## config.mk

```make
export PLATFORM = sky130hd
export DESIGN_NAME = regfile_wb_queue
export DESIGN_NICKNAME = d
export VERILOG_FILES = /design/src/rtl/regfile_wb_queue.sv
export SDC_FILE = /design/constraint.sdc
export NUM_CORES = 1
export LEC_CHECK = 0
export BUFFER_PORTS_ARGS = -buffer_cell sky130_fd_sc_hd__buf_2
export CELL_PAD_IN_SITES_DETAIL_PLACEMENT = 0
export CELL_PAD_IN_SITES_GLOBAL_PLACEMENT = 2
export CORE_ASPECT_RATIO = 1.4
export CORE_MARGIN = 1.5
export CORE_UTILIZATION = 38
export DETAILED_ROUTE_END_ITERATION = 6
export PLACE_DENSITY_LB_ADDON = 0.1
export SYNTH_ARGS = -nofsm -noshare
export SYNTH_HDL_FRONTEND = slang
export SYNTH_SLANG_ARGS = --single-unit
```

## constraint.sdc

```tcl
create_clock -name CLK -period 6.2 [get_ports CLK]
set_clock_uncertainty 0.1 [all_clocks]
set_input_delay 1.55 -clock CLK [delete_from_list [all_inputs] [get_ports CLK]]
set_output_delay 1.55 -clock CLK [all_outputs]
set_load 0.03 [all_outputs]
```

## src/rtl/regfile_wb_queue.sv

```systemverilog
// regfile_wb_queue
//   Writeback-side producer for the register file write port. ALU and load
//   results are buffered in a small in-order FIFO. One entry per cycle is drained
//   into the register file, either the normal bank or the IRQ shadow bank.
//   Draining pauses while MEM/WB is frozen. Newest-entry forwarding is provided
//   for two decode read ports.
//
// Ports
//   CLK, RST                    clock (rising edge), async active-low reset
//   ALU_Valid/Rd/Data/IRQ       ALU result push request
//   LD_Valid/Rd/Data/IRQ        load result push request (older than ALU when both)
//   WBQ_Ready                   at least two free slots
//   MEM_WB_Freeze               hold the head this cycle
//   Reg_Write_Enable__EX_MEM    register file write strobe
//   RD_Write_Addr/Data          head entry destination / data
//   WB_Ctrl__IRQ                head entry bank select (1 = shadow)
//   RSx_Read_Addr, RSx_Dec_Ctrl__IRQ  forwarding lookup address / bank
//   RSx_Fwd_Hit, RSx_Fwd_Data   lookup hit and youngest matching data
//   WBQ_Count                   occupancy
//   WBQ_Overflow                sticky push-while-full error
module regfile_wb_queue #(
  parameter int DEPTH = 4,
  parameter int DW    = 32,
  parameter int AW    = 5
) (
  input  logic                       CLK,
  input  logic                       RST,
  input  logic                       ALU_Valid,
  input  logic [AW-1:0]              ALU_Rd,
  input  logic [DW-1:0]              ALU_Data,
  input  logic                       ALU_IRQ,
  input  logic                       LD_Valid,
  input  logic [AW-1:0]              LD_Rd,
  input  logic [DW-1:0]              LD_Data,
  input  logic                       LD_IRQ,
  output logic                       WBQ_Ready,
  input  logic                       MEM_WB_Freeze,
  output logic                       Reg_Write_Enable__EX_MEM,
  output logic [AW-1:0]              RD_Write_Addr,
  output logic [DW-1:0]              RD_Write_Data,
  output logic                       WB_Ctrl__IRQ,
  input  logic [AW-1:0]              RS1_Read_Addr,
  input  logic [AW-1:0]              RS2_Read_Addr,
  input  logic                       RS1_Dec_Ctrl__IRQ,
  input  logic                       RS2_Dec_Ctrl__IRQ,
  output logic                       RS1_Fwd_Hit,
  output logic                       RS2_Fwd_Hit,
  output logic [DW-1:0]              RS1_Fwd_Data,
  output logic [DW-1:0]              RS2_Fwd_Data,
  output logic [$clog2(DEPTH):0]     WBQ_Count,
  output logic                       WBQ_Overflow
);

  localparam int PW = $clog2(DEPTH);
  localparam int CW = PW + 1;

  logic [AW-1:0] rd_mem   [DEPTH];
  logic [DW-1:0] data_mem [DEPTH];
  logic          irq_mem  [DEPTH];

  logic [PW-1:0] wr_ptr, rd_ptr, wr_ptr_nxt1;
  logic [CW-1:0] count, free_slots;
  logic          overflow;

  logic          ld_req, alu_req, pop;
  logic          first_vld, second_vld, first_acc, second_acc, drop;
  logic [AW-1:0] first_rd;
  logic [DW-1:0] first_data;
  logic          first_irq;

  // Requests to register 0 are discarded before they compete for slots.
  assign ld_req  = LD_Valid  && (LD_Rd  != '0);
  assign alu_req = ALU_Valid && (ALU_Rd != '0);

  assign pop = (count != '0) && !MEM_WB_Freeze;

  // The load is always the older of two same-cycle results, so it takes the
  // first slot. A lone ALU result also takes the first slot.
  assign first_vld  = ld_req || alu_req;
  assign second_vld = ld_req && alu_req;
  assign first_rd   = ld_req ? LD_Rd   : ALU_Rd;
  assign first_data = ld_req ? LD_Data : ALU_Data;
  assign first_irq  = ld_req ? LD_IRQ  : ALU_IRQ;

  // A slot freed by this cycle's pop may be reused by this cycle's push.
  assign free_slots  = CW'(DEPTH) - count + CW'(pop);
  assign first_acc   = first_vld  && (free_slots >= CW'(1));
  assign second_acc  = second_vld && (free_slots >= CW'(2));
  assign drop        = (first_vld && !first_acc) || (second_vld && !second_acc);
  assign wr_ptr_nxt1 = wr_ptr + PW'(1);

  always_ff @(posedge CLK or negedge RST) begin
    if (!RST) begin
      count    <= '0;
      wr_ptr   <= '0;
      rd_ptr   <= '0;
      overflow <= 1'b0;
    end else begin
      count    <= count + CW'(first_acc) + CW'(second_acc) - CW'(pop);
      wr_ptr   <= wr_ptr + PW'(first_acc) + PW'(second_acc);
      rd_ptr   <= rd_ptr + PW'(pop);
      if (drop) overflow <= 1'b1;
    end
  end

  // Entry storage carries no reset; occupancy alone decides validity.
  always_ff @(posedge CLK) begin
    if (first_acc) begin
      rd_mem[wr_ptr]   <= first_rd;
      data_mem[wr_ptr] <= first_data;
      irq_mem[wr_ptr]  <= first_irq;
    end
    if (second_acc) begin
      rd_mem[wr_ptr_nxt1]   <= ALU_Rd;
      data_mem[wr_ptr_nxt1] <= ALU_Data;
      irq_mem[wr_ptr_nxt1]  <= ALU_IRQ;
    end
  end

  assign Reg_Write_Enable__EX_MEM = pop;
  assign RD_Write_Addr            = rd_mem[rd_ptr];
  assign RD_Write_Data            = data_mem[rd_ptr];
  assign WB_Ctrl__IRQ             = irq_mem[rd_ptr];
  assign WBQ_Ready                = (count <= CW'(DEPTH - 2));
  assign WBQ_Count                = count;
  assign WBQ_Overflow             = overflow;

  // Walk stored entries oldest to youngest so the youngest match wins. The head
  // is included even while being written, since that write lands on the edge.
  logic [PW-1:0] idx;
  always_comb begin
    idx          = '0;
    RS1_Fwd_Hit  = 1'b0;
    RS2_Fwd_Hit  = 1'b0;
    RS1_Fwd_Data = '0;
    RS2_Fwd_Data = '0;
    for (int i = 0; i < DEPTH; i++) begin
      idx = rd_ptr + PW'(i);
      if (CW'(i) < count) begin
        if ((RS1_Read_Addr != '0) && (rd_mem[idx] == RS1_Read_Addr) &&
            (irq_mem[idx] == RS1_Dec_Ctrl__IRQ)) begin
          RS1_Fwd_Hit  = 1'b1;
          RS1_Fwd_Data = data_mem[idx];
        end
        if ((RS2_Read_Addr != '0) && (rd_mem[idx] == RS2_Read_Addr) &&
            (irq_mem[idx] == RS2_Dec_Ctrl__IRQ)) begin
          RS2_Fwd_Hit  = 1'b1;
          RS2_Fwd_Data = data_mem[idx];
        end
      end
    end
  end

endmodule
```

After elaboration in Yosys (flattened, before gate mapping)
Memories as Yosys holds them, arrays and structs flattened.
Cells that the tools add are included.
{"block": "op_classes", "order_cmp": 7, "n_reduce_logical": 34, "n_div": 0, "muxes": 39, "n_mul": 0, "bitwise_logic": 0, "shift": 0, "add_sub_neg": 12, "eq_ne": 16}
{"operator": "two-way mux 32 bit", "n": 17}
{"operator": "== test 5 bit", "n": 8}
{"operator": "logical AND 1 bit", "n": 24}
{"operator": "two-way mux 1 bit", "n": 21}
{"operator": "nonzero test 5 bit", "n": 4}
{"operator": "adder 3 x 1 -> 3 bit", "n": 3}
{"operator": "== test 1 bit", "n": 8}
{"operator": "adder 2 x 1 -> 2 bit", "n": 3}
{"operator": "less-than comparator 1 x 3 -> 1 bit, first input constant", "n": 2}
{"operator": "less-than comparator 2 x 3 -> 1 bit, first input constant", "n": 2}
{"operator": "two-way mux 5 bit", "n": 1}
{"operator": "adder 2 x 1 -> 2 bit, second input constant", "n": 2}
{"operator": "adder 2 bit, second input constant", "n": 2}
{"operator": "greater-or-equal comparator 3 x 1 -> 1 bit, second input constant", "n": 1}
{"operator": "greater-or-equal comparator 3 x 2 -> 1 bit, second input constant", "n": 1}
{"operator": "<= comparator 3 x 2 -> 1 bit, second input constant", "n": 1}
{"operator": "logical NOT 1 bit", "n": 3}
{"operator": "nonzero test 3 bit", "n": 1}
{"operator": "subtractor 3 x 1 -> 3 bit", "n": 1}
{"operator": "subtractor 3 bit, first input constant", "n": 1}
{"operator": "logical OR 1 bit", "n": 2}
{"block": "word_totals", "latchBits": 0, "ram_bits": 152, "romBits": 0, "inputBits": 93, "mem_count": 3, "output_inout_bits": 110, "register_bits": 8}
{"memory": "data_mem", "depth": 4, "word_bits": 32, "read_ports": 4, "rd_clocked_by_memory_dff": 0, "write_ports": 2, "line_no": "58", "source": "logic [DW-1:0] data_mem [DEPTH];"}
{"memory": "rd_mem", "depth": 4, "word_bits": 5, "read_ports": 4, "rd_clocked_by_memory_dff": 0, "write_ports": 2, "line_no": "57", "source": "logic [AW-1:0] rd_mem [DEPTH];"}
{"memory": "irq_mem", "depth": 4, "word_bits": 1, "read_ports": 4, "rd_clocked_by_memory_dff": 0, "write_ports": 2, "line_no": "59", "source": "logic irq_mem [DEPTH];"}

Depth between registers and ports, before layout
Gate-level depths: netlist of the first run.
An unclocked memory read counts as a cell.
{"block": "depth", "ltp_word": 12, "mapped_depth": 14, "depth_no_buf": 14}

Worst setup path before layout of the first run
OpenSTA, ideal clock, no wires.
{"block": "synth_path", "path_kind": "input-to-reg", "from": "input MEM_WB_Freeze", "to": "memory data_mem[2][0] (enable)", "arrival_time_ps": 5731, "path_stages": 9, "t_required_ps": 5614, "setup_slack_ps": -117, "path_cell_list": "or2_2 -> ha_1 -> inv_1 -> ha_1 -> xor2_1 -> nor2_1 -> nor3_1 -> nand2_1 -> o21ai_0"}
{"element": "start, declared", "line_no": "37", "source": "input logic MEM_WB_Freeze,"}
{"element": "end, declared", "line_no": "58"}

Worst setup path after layout of the first run
{"block": "layout_path", "from": "register rd_ptr[1]", "to": "output RS2_Fwd_Data[4]"}
{"block": "layout_between", "elab_chain_cells": 12, "elab_cells_between_ends": 30}
{"element": "start, declared", "line_no": "61", "source": "logic [PW-1:0] wr_ptr, rd_ptr, wr_ptr_nxt1;"}
{"element": "start signal, assigned", "line_no": "101", "source": "rd_ptr <= rd_ptr + PW'(pop);"}
{"element": "parallel branches: the longest is 11 deep, another holds memory read (4 x 5 bit)"}
{"element": "two-way mux 32 bit *", "line_no": "139", "source": "if (CW'(i) < count) begin"}
{"element": "end, declared", "line_no": "49", "source": "output logic [DW-1:0] RS2_Fwd_Data,"}
Mark *: on every way between the ends.

==> out/results.tsv, run 1 <==
metric	value	unit
most common library cells after synthesis	sky130_fd_sc_hd__edfxtp_1 (152), sky130_fd_sc_hd__mux2_2 (140), sky130_fd_sc_hd__nand2_1 (104), sky130_fd_sc_hd__nor2_1 (69), sky130_fd_sc_hd__mux2i_1 (67)	
Hold Path Class	flip-flop to flip-flop	
dominant cell by count in the synthesized netlist	sky130_fd_sc_hd__edfxtp_1	
number of vias after detailed routing	10700	
worst ir drop on vdd	0.651	mV
Hold Vio Cnt, Final	0	
TritonCTS buffer count	17	
width of the chip	161	microns
Avg Cell Area, Syn	10.8	sq um
number of fill cells	3248	
DRT antenna net count	0	
Area growth syn-to-layout	16.9	%
leakage power	0.00567	uW
maximum number of pins on one net before global-route repair	97	
count of routing violations after the opening detailed-route iteration	592	
register bit total from synthesis	160	
setup repair after global routing missed its margin	false	
total chip power	8760	uW
number of flops mapped to enable cells by yosys	152	
clock transition at the registers of the reported paths	0.07	ns
cell repeated most along the worst path	sky130_fd_sc_hd__a211oi_1	
area of all placed cells without fillers	15400	sq um
worst path bufs/invs	3	
buffers inserted by post-CTS timing repair	0	
CTS tree	yes	
input/output buffers	202	
commonest register cell after synthesis	sky130_fd_sc_hd__edfxtp_1	
vertical die dimension	224	microns
share of synthesized area occupied by flip-flops and latches	36.1	%
number of sinks handled by clock tree synthesis	160	
status	finished clean	
number of buffers on the longest clock path	2	
class of the most critical setup path	flip-flop to primary output	
endpoint type of the worst setup path	primary output	
latest clock arrival within the worst-skew pair	0.46	ns
first-pass GRT wire length	67000	microns
setup TNS after final layout	0	ns
leading area contributor after synthesis	sky130_fd_sc_hd__edfxtp_1	
CTS root buf	sky130_fd_sc_hd__clkbuf_16	
Netlist Area Pre-Place	13200	sq um
cell family contributing the most delay on the critical path	buffers and inverters	
final clock period utilization by the worst path	94.6	%
count of synthesis-stage warnings from yosys	0	
pin slew with the least headroom to its limit	1.02	ns
Mapped Nets	1323	
portion of synthesized cell area occupied by the leading cell type	34.6	%
post-detailed-routing wire length	45300	microns
half-perimeter wire length of the detailed placement result	31300	microns
number of global-route vias before repair	10900	
std cell rows	80	
sort of element at the start of the critical path	flip-flop	
critical-path maximum fanout	70	
maximum level of the CTS H-tree	4	
die area	35900	sq um
number of maximum-capacitance violations	0	
setup violators final	0	
required time of the worst setup path	4.55	ns
io pins	203	
core footprint	34100	sq um
DRC Markers	0	
CP Cell Sequence	buf_6 -> buf_4 -> mux2_2 -> nor2_1 -> a21oi_1 -> a211oi_1 -> a211oi_1 -> buf_2	
Starting Density	38.7	%
highest attainable clock frequency	0.171	GHz
global-route total usage across every layer	25.5	%
fraction of final layout cells sized beyond drive strength 1	37.6	%
final net count	1476	
Max-slew headroom	32.1	%
Pre-Repair DR Iteration Count	4	
wire length per cell	24.6	microns
Critical-path top delay cell	sky130_fd_sc_hd__dfrtp_4	
placement-stage cell area	14800	sq um
number of distinct standard cells referenced by the synthesized netlist	56	
Area contributors post-synth	sky130_fd_sc_hd__edfxtp_1 (35%), sky130_fd_sc_hd__mux2_2 (12%), sky130_fd_sc_hd__mux4_2 (8.4%)	
Slew Limit Fails	0	
initial antenna violation count	3	
time the worst path needs with I/O delays and setup	5.86	ns
data arrival at the endpoint of the critical path	4.21	ns
Power per Cell Area	568	nW/um^2
ratio of routed vias to standard cells	5.84	
Routability Congestion	0.909	
remaining global-route overflow	0	
fraction of synthesis flops using an asynchronous set or reset pin	5.00	%
number of standard cells after synthesis	1221	
worst hold slack	0.367	ns
longest individual stage delay on the worst path	0.77	ns
## cells by family (layout without fill, tap and decap cells)
| logic type | after synthesis | after routing | synth area share [%] |
|---|---|---|---|
| AO/OA/AOI/OAI | 257 | 257 | 14.1 |
| XOR/XNOR | 46 | 46 | 3.05 |
| adder cells (fa/ha/maj) | 9 | 9 | 1.02 |
| buffers and inverters | 124 | 290 | 4.44 |
| flip-flops | 160 | 160 | 36.1 |
| multiplexers | 301 | 301 | 29.6 |
| other | 0 | 2 | 0 |
| AND/OR/NAND/NOR | 324 | 324 | 11.7 |
## state kept, by name (all words and copies together), names as in the netlist
name          count
data_mem        128
rd_mem           20
irq_mem           4
WBQ_Count         3
rd_ptr            2
wr_ptr            2
WBQ_Overflow      1
## final timing paths
check | to | startpoint | depth (start not counted) | slack (ns)
hold / removal | WBQ_Overflow | WBQ_Overflow | 1 | 0.37
max in group asynchronous | rd_ptr[1] | RST | 1 | 4.96
hold reg to reg | WBQ_Overflow | WBQ_Overflow | 1 | 0.37
min in group asynchronous | wr_ptr[0] | RST | 1 | 0.83
setup reg to reg | rd_mem[1][3] | WBQ_Count[2] | 11 | 2.41
setup / recovery | RS2_Fwd_Data[4] | rd_ptr[1] | 8 | 0.34
## cell usage in the layout, fill, tap and decap left out, types with 4 or more instances in the layout
cell type,Yosys,routed
sky130_fd_sc_hd__a211oi_1,18,18
sky130_fd_sc_hd__a211oi_2,10,10
sky130_fd_sc_hd__a21oi_1,64,64
sky130_fd_sc_hd__a221oi_1,5,5
sky130_fd_sc_hd__a221oi_2,25,25
sky130_fd_sc_hd__a31oi_1,31,30
sky130_fd_sc_hd__and2_1,22,22
sky130_fd_sc_hd__buf_12,0,6
sky130_fd_sc_hd__buf_2,31,202
sky130_fd_sc_hd__buf_4,2,37
sky130_fd_sc_hd__bufinv_16,0,6
sky130_fd_sc_hd__clkbuf_16,0,17
sky130_fd_sc_hd__dfrtp_1,8,6
sky130_fd_sc_hd__edfxtp_1,152,152
sky130_fd_sc_hd__ha_1,6,6
sky130_fd_sc_hd__inv_1,12,11
sky130_fd_sc_hd__mux2_1,42,42
sky130_fd_sc_hd__mux2_2,140,140
sky130_fd_sc_hd__mux2i_1,67,67
sky130_fd_sc_hd__mux4_2,49,49
sky130_fd_sc_hd__nand2_1,104,104
sky130_fd_sc_hd__nand3_1,41,41
sky130_fd_sc_hd__nand4_1,5,5
sky130_fd_sc_hd__nor2_1,69,65
sky130_fd_sc_hd__nor2_4,0,4
sky130_fd_sc_hd__nor2b_1,25,25
sky130_fd_sc_hd__nor3_1,30,30
sky130_fd_sc_hd__nor4_1,8,7
sky130_fd_sc_hd__o21a_1,4,4
sky130_fd_sc_hd__o21ai_0,43,42
sky130_fd_sc_hd__o21ai_1,4,4
sky130_fd_sc_hd__o22ai_1,21,21
sky130_fd_sc_hd__o31a_1,18,18
sky130_fd_sc_hd__or4_1,5,5
sky130_fd_sc_hd__xnor2_1,35,35
sky130_fd_sc_hd__xor2_1,11,11
## power by group
| part | switching [uW] | total (uW) | internal (uW) |
|---|---|---|---|
| clock | 469 | 1230 | 757 |
| sequential | 331 | 2040 | 1710 |
| combinational | 3530 | 5500 | 1970 |
## area by class of cell
type                    instances  area, sq um  share of cell area [%]
multi-input cells             937         7950                    51.5
flip-flops and latches        160         4770                    30.9
repair buffers                246         1420                    9.20
diodes                          2         5.00                  0.0324
clock inverters                13          235                    1.52
clock buffers                  19          433                    2.81
inverters                      12         46.3                   0.300
well taps                     451          564                    3.66
## routing by layer
layer / part of all wire [%] / wire, microns / global-route usage (%) / vias up
met3: 5.2 / 2350 / 5.41 / 67
li1: - / - / - / 5019
met4: 2.7 / 1220 / 9.07 / 2
met5: 0.029 / 13 / 0 / -
met2: 53 / 24200 / 46.8 / 269
met1: 39 / 17500 / 28.8 / 5387
## what timing repair did
action / CTS / global route
hold buffers: 0 / 0
hold endpoints to repair: 0 / 0
setup endpoints to repair: 0 / 1
resized for setup: 0 / 1
## stage by stage
step / setup slack [ns] / util [%] / std cells
floorplan: 0.420 / - / 1221
global placement: 0.427 / 43.2 / 1806
detailed placement: 0.402 / 43.2 / 1806
CTS: 0.194 / 45.2 / 1838
global route: 0.0787 / 45.2 / 1840
finish: 0.336 / 45.2 / 1840
No activity file was read; power rests on OpenSTA's default activity.
==> run 2: changes to the inputs <==
--- a/config.mk
+++ b/config.mk
@@ -10,8 +10,9 @@
 export CELL_PAD_IN_SITES_GLOBAL_PLACEMENT = 2
 export CORE_ASPECT_RATIO = 1.4
 export CORE_MARGIN = 1.5
-export CORE_UTILIZATION = 38
+export CORE_UTILIZATION = 35
 export DETAILED_ROUTE_END_ITERATION = 6
+export HOLD_SLACK_MARGIN = 0.02
 export PLACE_DENSITY_LB_ADDON = 0.1
 export SYNTH_ARGS = -nofsm -noshare
 export SYNTH_HDL_FRONTEND = slang
==> run 2 against run 1 <==
Maximum frequency shrank 4.7%. Core utilization fell by 3.9 points. Critical path type is now input pin to primary output. Hold slack worse by 0.013 ns. Largest power group unchanged. Global-route usage fell by 1.3 points. Clock power fell by 15%. Sequential power about the same. Non-clock buffer count rose by 6. Wire length up 4.6%.
==> out/results.tsv, run 2 (synthesis gave the netlist of run 1 again) <==
metric	value	unit	change
CTS root buf	sky130_fd_sc_hd__clkbuf_16		
std cell rows	84		+5.0%
wire length per cell	25.3	microns	+2.9%
highest attainable clock frequency	0.162	GHz	-4.7%
io pins	203		unchanged
Hold Vio Cnt, Final	0		unchanged
vertical die dimension	233	microns	+4.1%
Largest regs	data_mem: 128 flops, rd_mem: 20 flops, irq_mem: 4 flops		
minimum setup slack in the final design	0.0454	ns	-0.290 ns
count of routing violations after the opening detailed-route iteration	624		+5.4%
half-perimeter wire length of the detailed placement result	32600	microns	+4.1%
highest-count cells in the layout ignoring fill and taps	sky130_fd_sc_hd__buf_2 (202), sky130_fd_sc_hd__edfxtp_1 (152), sky130_fd_sc_hd__mux2_2 (140)		
maximum level of the CTS H-tree	4		unchanged
number of global-route vias before repair	11000		+0.67%
number of fill cells	3707		+14%
Power per Cell Area	561	nW/um^2	-1.2%
first-pass GRT wire length	68500	microns	+2.3%
data arrival at the endpoint of the critical path	4.50	ns	+0.29 ns
fraction of final layout cells sized beyond drive strength 1	37.6	%	-0.046 points
required time of the worst setup path	4.55	ns	about the same
number of vias after detailed routing	10900		+1.8%
setup violators final	0		unchanged
initial antenna violation count	4		+1
width of the chip	167	microns	+4.1%
Most flops, register	data_mem		
Starting Density	35.3	%	-3.4 points
leakage power	0.00566	uW	-0.22%
Max-slew headroom	5.10	%	-27 points
latest clock arrival within the worst-skew pair	0.45	ns	about the same
number of maximum-capacitance violations	0		unchanged
final net count	1483		+0.47%
input/output buffers	202		unchanged
final clock period utilization by the worst path	99.3	%	+4.7 points
DRC Markers	0		unchanged
endpoint type of the worst setup path	primary output		
setup TNS after final layout	0	ns	unchanged
core footprint	37400	sq um	+9.6%
pre-CTS WS	0.0135	ns	-0.388 ns
number of sinks handled by clock tree synthesis	160		unchanged
post-detailed-routing wire length	47400	microns	+4.6%
total chip power	8660	uW	-1.1%
worst hold slack	0.355	ns	-0.0127 ns
global-route total usage across every layer	24.2	%	-1.3 points
Area growth syn-to-layout	17.0	%	
setup repair after global routing missed its margin	false		
critical-path maximum fanout	14		-80%
highest-utilization routing layer at the global route stage	met2		
TritonCTS buffer count	17		unchanged
maximum number of pins on one net before global-route repair	152		+57%
Pre-Repair DR Iteration Count	6		+2
number of buffers on the longest clock path	2		unchanged
die area	38900	sq um	+8.4%
DRT antenna net count	0		unchanged
remaining global-route overflow	0		unchanged
status	finished clean		
worst ir drop on vdd	0.314	mV	-52%
CTS tree	yes		
grt met3 use	3.96	%	-1.4 points
pin slew with the least headroom to its limit	1.42	ns	+0.399 ns
clock transition at the registers of the reported paths	0.07	ns	about the same
Routability Congestion	0.874		-3.9%
leading cell type in the layout, fill and taps excluded	sky130_fd_sc_hd__buf_2		
Hold Path Class	flip-flop to flip-flop		
class of the most critical setup path	input pin to primary output		
sort of element at the start of the critical path	input pin		
ratio of routed vias to standard cells	5.85		+0.15%
flip-flop count of the largest register after layout	128		unchanged
global routing usage on met1	27.2	%	-1.6 points
met2 layer usage reported by global route	45.2	%	-1.6 points
time the worst path needs with I/O delays and setup	6.15	ns	+0.290 ns
Slew Limit Fails	0		unchanged
-- run 2: changes by cell type in the layout (fill, tap and decap cells not counted), sizes merged --
cell      delta
diode        +2
nor2b        +1
clkinv       +3
inv          -1
clkinvlp     +1
clkbuf       +1
bufinv       -4
buf          +6
-- run 2: path summary, 6_finish.rpt --
check                                 start  slack (ns)  cells past startpoint                to
hold / removal                 WBQ_Overflow        0.35                      1      WBQ_Overflow
setup / recovery           RS2_Read_Addr[3]        0.05                      8  RS2_Fwd_Data[28]
max in group asynchronous               RST        4.95                      1         rd_ptr[1]
setup reg to reg               WBQ_Count[2]        1.89                     12   data_mem[2][11]
min in group asynchronous               RST        0.84                      1      WBQ_Overflow
hold reg to reg                WBQ_Overflow        0.35                      1      WBQ_Overflow
-- run 2: final cells by class --
class	instances	area [sq um]	area share (%)
multi-input combinational	938	7970	51.6
timing repair buffer	252	1510	9.75
sequential	160	4770	30.9
clock buffer	20	437	2.83
tap	473	592	3.83
inverter	12	46.3	0.300
antenna	4	10.0	0.0648
clock inverter	12	119	0.769
-- run 2: metal layers --
layer,part of all wire [%],wire length [microns]
met1,40,18800
met2,53,25300
met3,4.0,1910
met4,2.9,1370
met5,0,0
-- run 2: report_power, final --
group / switching [uW] / internal, uW / total [uW]
clock: 449 / 586 / 1040
sequential: 313 / 1710 / 2020
combinational: 3590 / 2020 / 5610
-- run 2: per-stage QoR --
stage	cells	instance area [sq um]	utilization [%]
2_1_floorplan	1221	13200	-
3_3_place_gp	1833	14900	39.7
3_5_place_dp	1833	14900	39.7
4_1_cts	1865	15400	41.2
5_1_grt	1870	15400	41.3
6_report	1871	15400	41.3
-- run 2: timing repair --
item,in CTS,in global routing
resized for setup,0,1
hold buffers,0,0
buffers inserted,0,1
endpoints found under the setup margin,0,14
-- run 2: worst max-delay path, stage by stage --
cell	delay (ns)
sky130_fd_sc_hd__buf_2	0.18
sky130_fd_sc_hd__nor4_1	0.10
sky130_fd_sc_hd__or3_1	0.32
sky130_fd_sc_hd__a211oi_2	0.42
sky130_fd_sc_hd__nor2b_2	1.20
sky130_fd_sc_hd__a221oi_2	0.10
sky130_fd_sc_hd__a211oi_1	0.36
sky130_fd_sc_hd__buf_2	0.26
==> run 3: changes to the inputs <==
==> constraint.sdc (replaced) <==
create_clock -name CLK -period 7.1 [get_ports CLK]
set_clock_uncertainty 0.1 [all_clocks]
set_input_delay 1.775 -clock CLK [delete_from_list [all_inputs] [get_ports CLK]]
set_output_delay 1.775 -clock CLK [all_outputs]
set_load 0.03 [all_outputs]
==> run 3 against run 2 <==
Wire length fell by 1.2%. Flip-flop and latch count did not move. Core utilization fell by 0.26 points. Combinational power fell by 14%. Via count fell by 1.0%. Cell count fell by 0.91%. Total power fell by 12%. Clock power fell by 4%. Critical path depth rose by 2. Die area did not move.
==> out/results.tsv, run 3 (synthesis gave the netlist of run 1 again) <==
metric	value	unit	change
remaining global-route overflow	0		unchanged
Max-slew headroom	15.2	%	+10 points
count of routing violations after the opening detailed-route iteration	671		+7.5%
setup violators final	0		unchanged
ratio of routed vias to standard cells	5.84		about the same
global-route total usage across every layer	24.2	%	+0.037 points
flip-flop count of the largest register after layout	128		unchanged
core footprint	37400	sq um	unchanged
TritonCTS buffer count	17		unchanged
Hold Vio Cnt, Final	0		unchanged
number of global-route vias before repair	10900		-0.77%
input/output buffers	202		unchanged
initial antenna violation count	5		+1
critical-path maximum fanout	18		+4
fraction of final layout cells sized beyond drive strength 1	37.2	%	-0.36 points
vertical die dimension	233	microns	unchanged
worst hold slack	0.365	ns	+0.0103 ns
final net count	1467		-1.1%
power share of the sequential group	23.5	%	+0.2 points
sort of element at the start of the critical path	input pin		
Pre-Repair DR Iteration Count	5		-1
number of buffers on the longest clock path	2		unchanged
status	finished clean		
Area growth syn-to-layout	16.3	%	
minimum setup slack in the final design	0.514	ns	+0.469 ns
number of vias after detailed routing	10800		-1.0%
leakage power	0.00561	uW	-0.81%
CTS tree	yes		
Power per Cell Area	495	nW/um^2	-12%
worst ir drop on vdd	0.346	mV	+10%
Starting Density	35.3	%	unchanged
class of the most critical setup path	input pin to primary output		
highest-count cells in the layout ignoring fill and taps	sky130_fd_sc_hd__buf_2 (202), sky130_fd_sc_hd__edfxtp_1 (152), sky130_fd_sc_hd__mux2_2 (140)		
DRC Markers	0		unchanged
placement-stage cell area	14700	sq um	-0.88%
clock transition at the registers of the reported paths	0.06	ns	about the same
Switching Fraction	50.1	%	-0.16 points
area of all placed cells without fillers	15400	sq um	-0.63%
internal power component	3800	uW	-12%
Slew Limit Fails	0		unchanged
number of fill cells	3711		+0.11%
CTS root buf	sky130_fd_sc_hd__clkbuf_16		
pre-CTS WS	0.458	ns	+0.444 ns
DRT antenna net count	0		unchanged
latest clock arrival within the worst-skew pair	0.45	ns	about the same
flip-flop and latch area	4770	sq um	unchanged
pin slew with the least headroom to its limit	1.27	ns	-0.146 ns
leading cell type in the layout, fill and taps excluded	sky130_fd_sc_hd__buf_2		
final clock period utilization by the worst path	92.8	%	
Routability Congestion	0.843		-3.5%
setup TNS after final layout	0	ns	unchanged
CTS Hold Buffers Added	0		unchanged
Net Sw Power	3810	uW	-12%
endpoint type of the worst setup path	primary output		
half-perimeter wire length of the detailed placement result	32600	microns	+0.15%
total chip power	7610	uW	-12%
portion of total power attributed to the clock network	13.1	%	+1.2 points
required time of the worst setup path	5.22	ns	+0.67 ns
post-detailed-routing wire length	46800	microns	-1.2%
Hold Path Class	flip-flop to flip-flop		
io pins	203		unchanged
maximum number of pins on one net before global-route repair	130		-14%
Largest regs	data_mem: 128 flops, rd_mem: 20 flops, irq_mem: 4 flops		
first-pass GRT wire length	68500	microns	about the same
Most flops, register	data_mem		
count of instances resized after the clock tree is built	0		unchanged
highest attainable clock frequency	0.152	GHz	
setup repair after global routing missed its margin	false		
maximum level of the CTS H-tree	4		unchanged
data arrival at the endpoint of the critical path	4.71	ns	+0.21 ns
buffers inserted by post-CTS timing repair	0		unchanged
time the worst path needs with I/O delays and setup	6.59	ns	
number of sinks handled by clock tree synthesis	160		unchanged
number of maximum-capacitance violations	0		unchanged
width of the chip	167	microns	unchanged
wire length per cell	25.3	microns	-0.29%
std cell rows	84		unchanged
die area	38900	sq um	unchanged
share of total power in combinational logic	63.4	%	-1.3 points
area used by multi-input combinational logic	7950	sq um	-0.17%
run 3: cell types whose count changed in the layout (fill, tap and decap cells not counted), sizes merged:
cell,change
buf,-15
clkbuf,-1
clkinv,-2
inv,+2
bufinv,+2
diode,-1
nor2b,-1
clkinvlp,-1
run 3: power groups by stage:
| stage | Sequential, uW | Clock, uW | Combinational, uW |
|---|---|---|---|
| after floorplan | 1690 | 0 | 3540 |
| final | 1790 | 1000 | 4820 |
| after CTS | 1790 | 1020 | 4880 |
| after detailed placement | 1810 | 0 | 4860 |
| after global routing | 1840 | 1050 | 5190 |
| after global placement | 1790 | 0 | 4880 |
run 3: routing by layer:
layer	vias to the layer above	GRT usage [%]	routed length [microns]
met5	-	0	13
met4	2	9.01	1360
met3	72	4.17	2380
met2	352	45.8	25400
met1	5409	27.0	17700
li1	4996	-	-
run 3: final timing paths:
check                                      start               end  slack, ns  depth (start not counted)
worst max-delay path            RS2_Read_Addr[1]  RS2_Fwd_Data[15]       0.51                         10
worst min-delay path                WBQ_Overflow      WBQ_Overflow       0.36                          1
worst max register to register      WBQ_Count[2]   data_mem[2][14]       2.81                         12
worst min register to register      WBQ_Overflow      WBQ_Overflow       0.36                          1
max in group asynchronous                    RST         rd_ptr[0]       5.65                          1
min in group asynchronous                    RST      WBQ_Overflow       1.06                          1
run 3: critical path, cell delays in order:
cell,delay [ns]
sky130_fd_sc_hd__buf_2,0.16
sky130_fd_sc_hd__nor4_1,0.43
sky130_fd_sc_hd__a211o_1,0.20
sky130_fd_sc_hd__a211o_1,0.16
sky130_fd_sc_hd__nor4_4,0.07
sky130_fd_sc_hd__nor2b_4,0.62
sky130_fd_sc_hd__buf_4,0.40
sky130_fd_sc_hd__a211oi_1,0.13
sky130_fd_sc_hd__a211oi_1,0.45
sky130_fd_sc_hd__buf_2,0.29
run 3: area by class of cell:
type / instances / area share, %
Multi-Input combinational cell: 937 / 51.8
Sequential cell: 160 / 31.1
Timing Repair Buffer: 237 / 8.87
Tap cell: 473 / 3.85
Clock buffer: 19 / 2.82
Clock inverter: 13 / 1.21
Inverter: 12 / 0.302
Antenna cell: 3 / 0.0489
run 3: through the flow:
stage          utilization, %  std cells
6_report                 41.0       1854
5_1_grt                  41.0       1854
4_1_cts                  41.0       1851
3_5_place_dp             39.4       1819
3_3_place_gp             39.4       1819
2_1_floorplan               -       1221
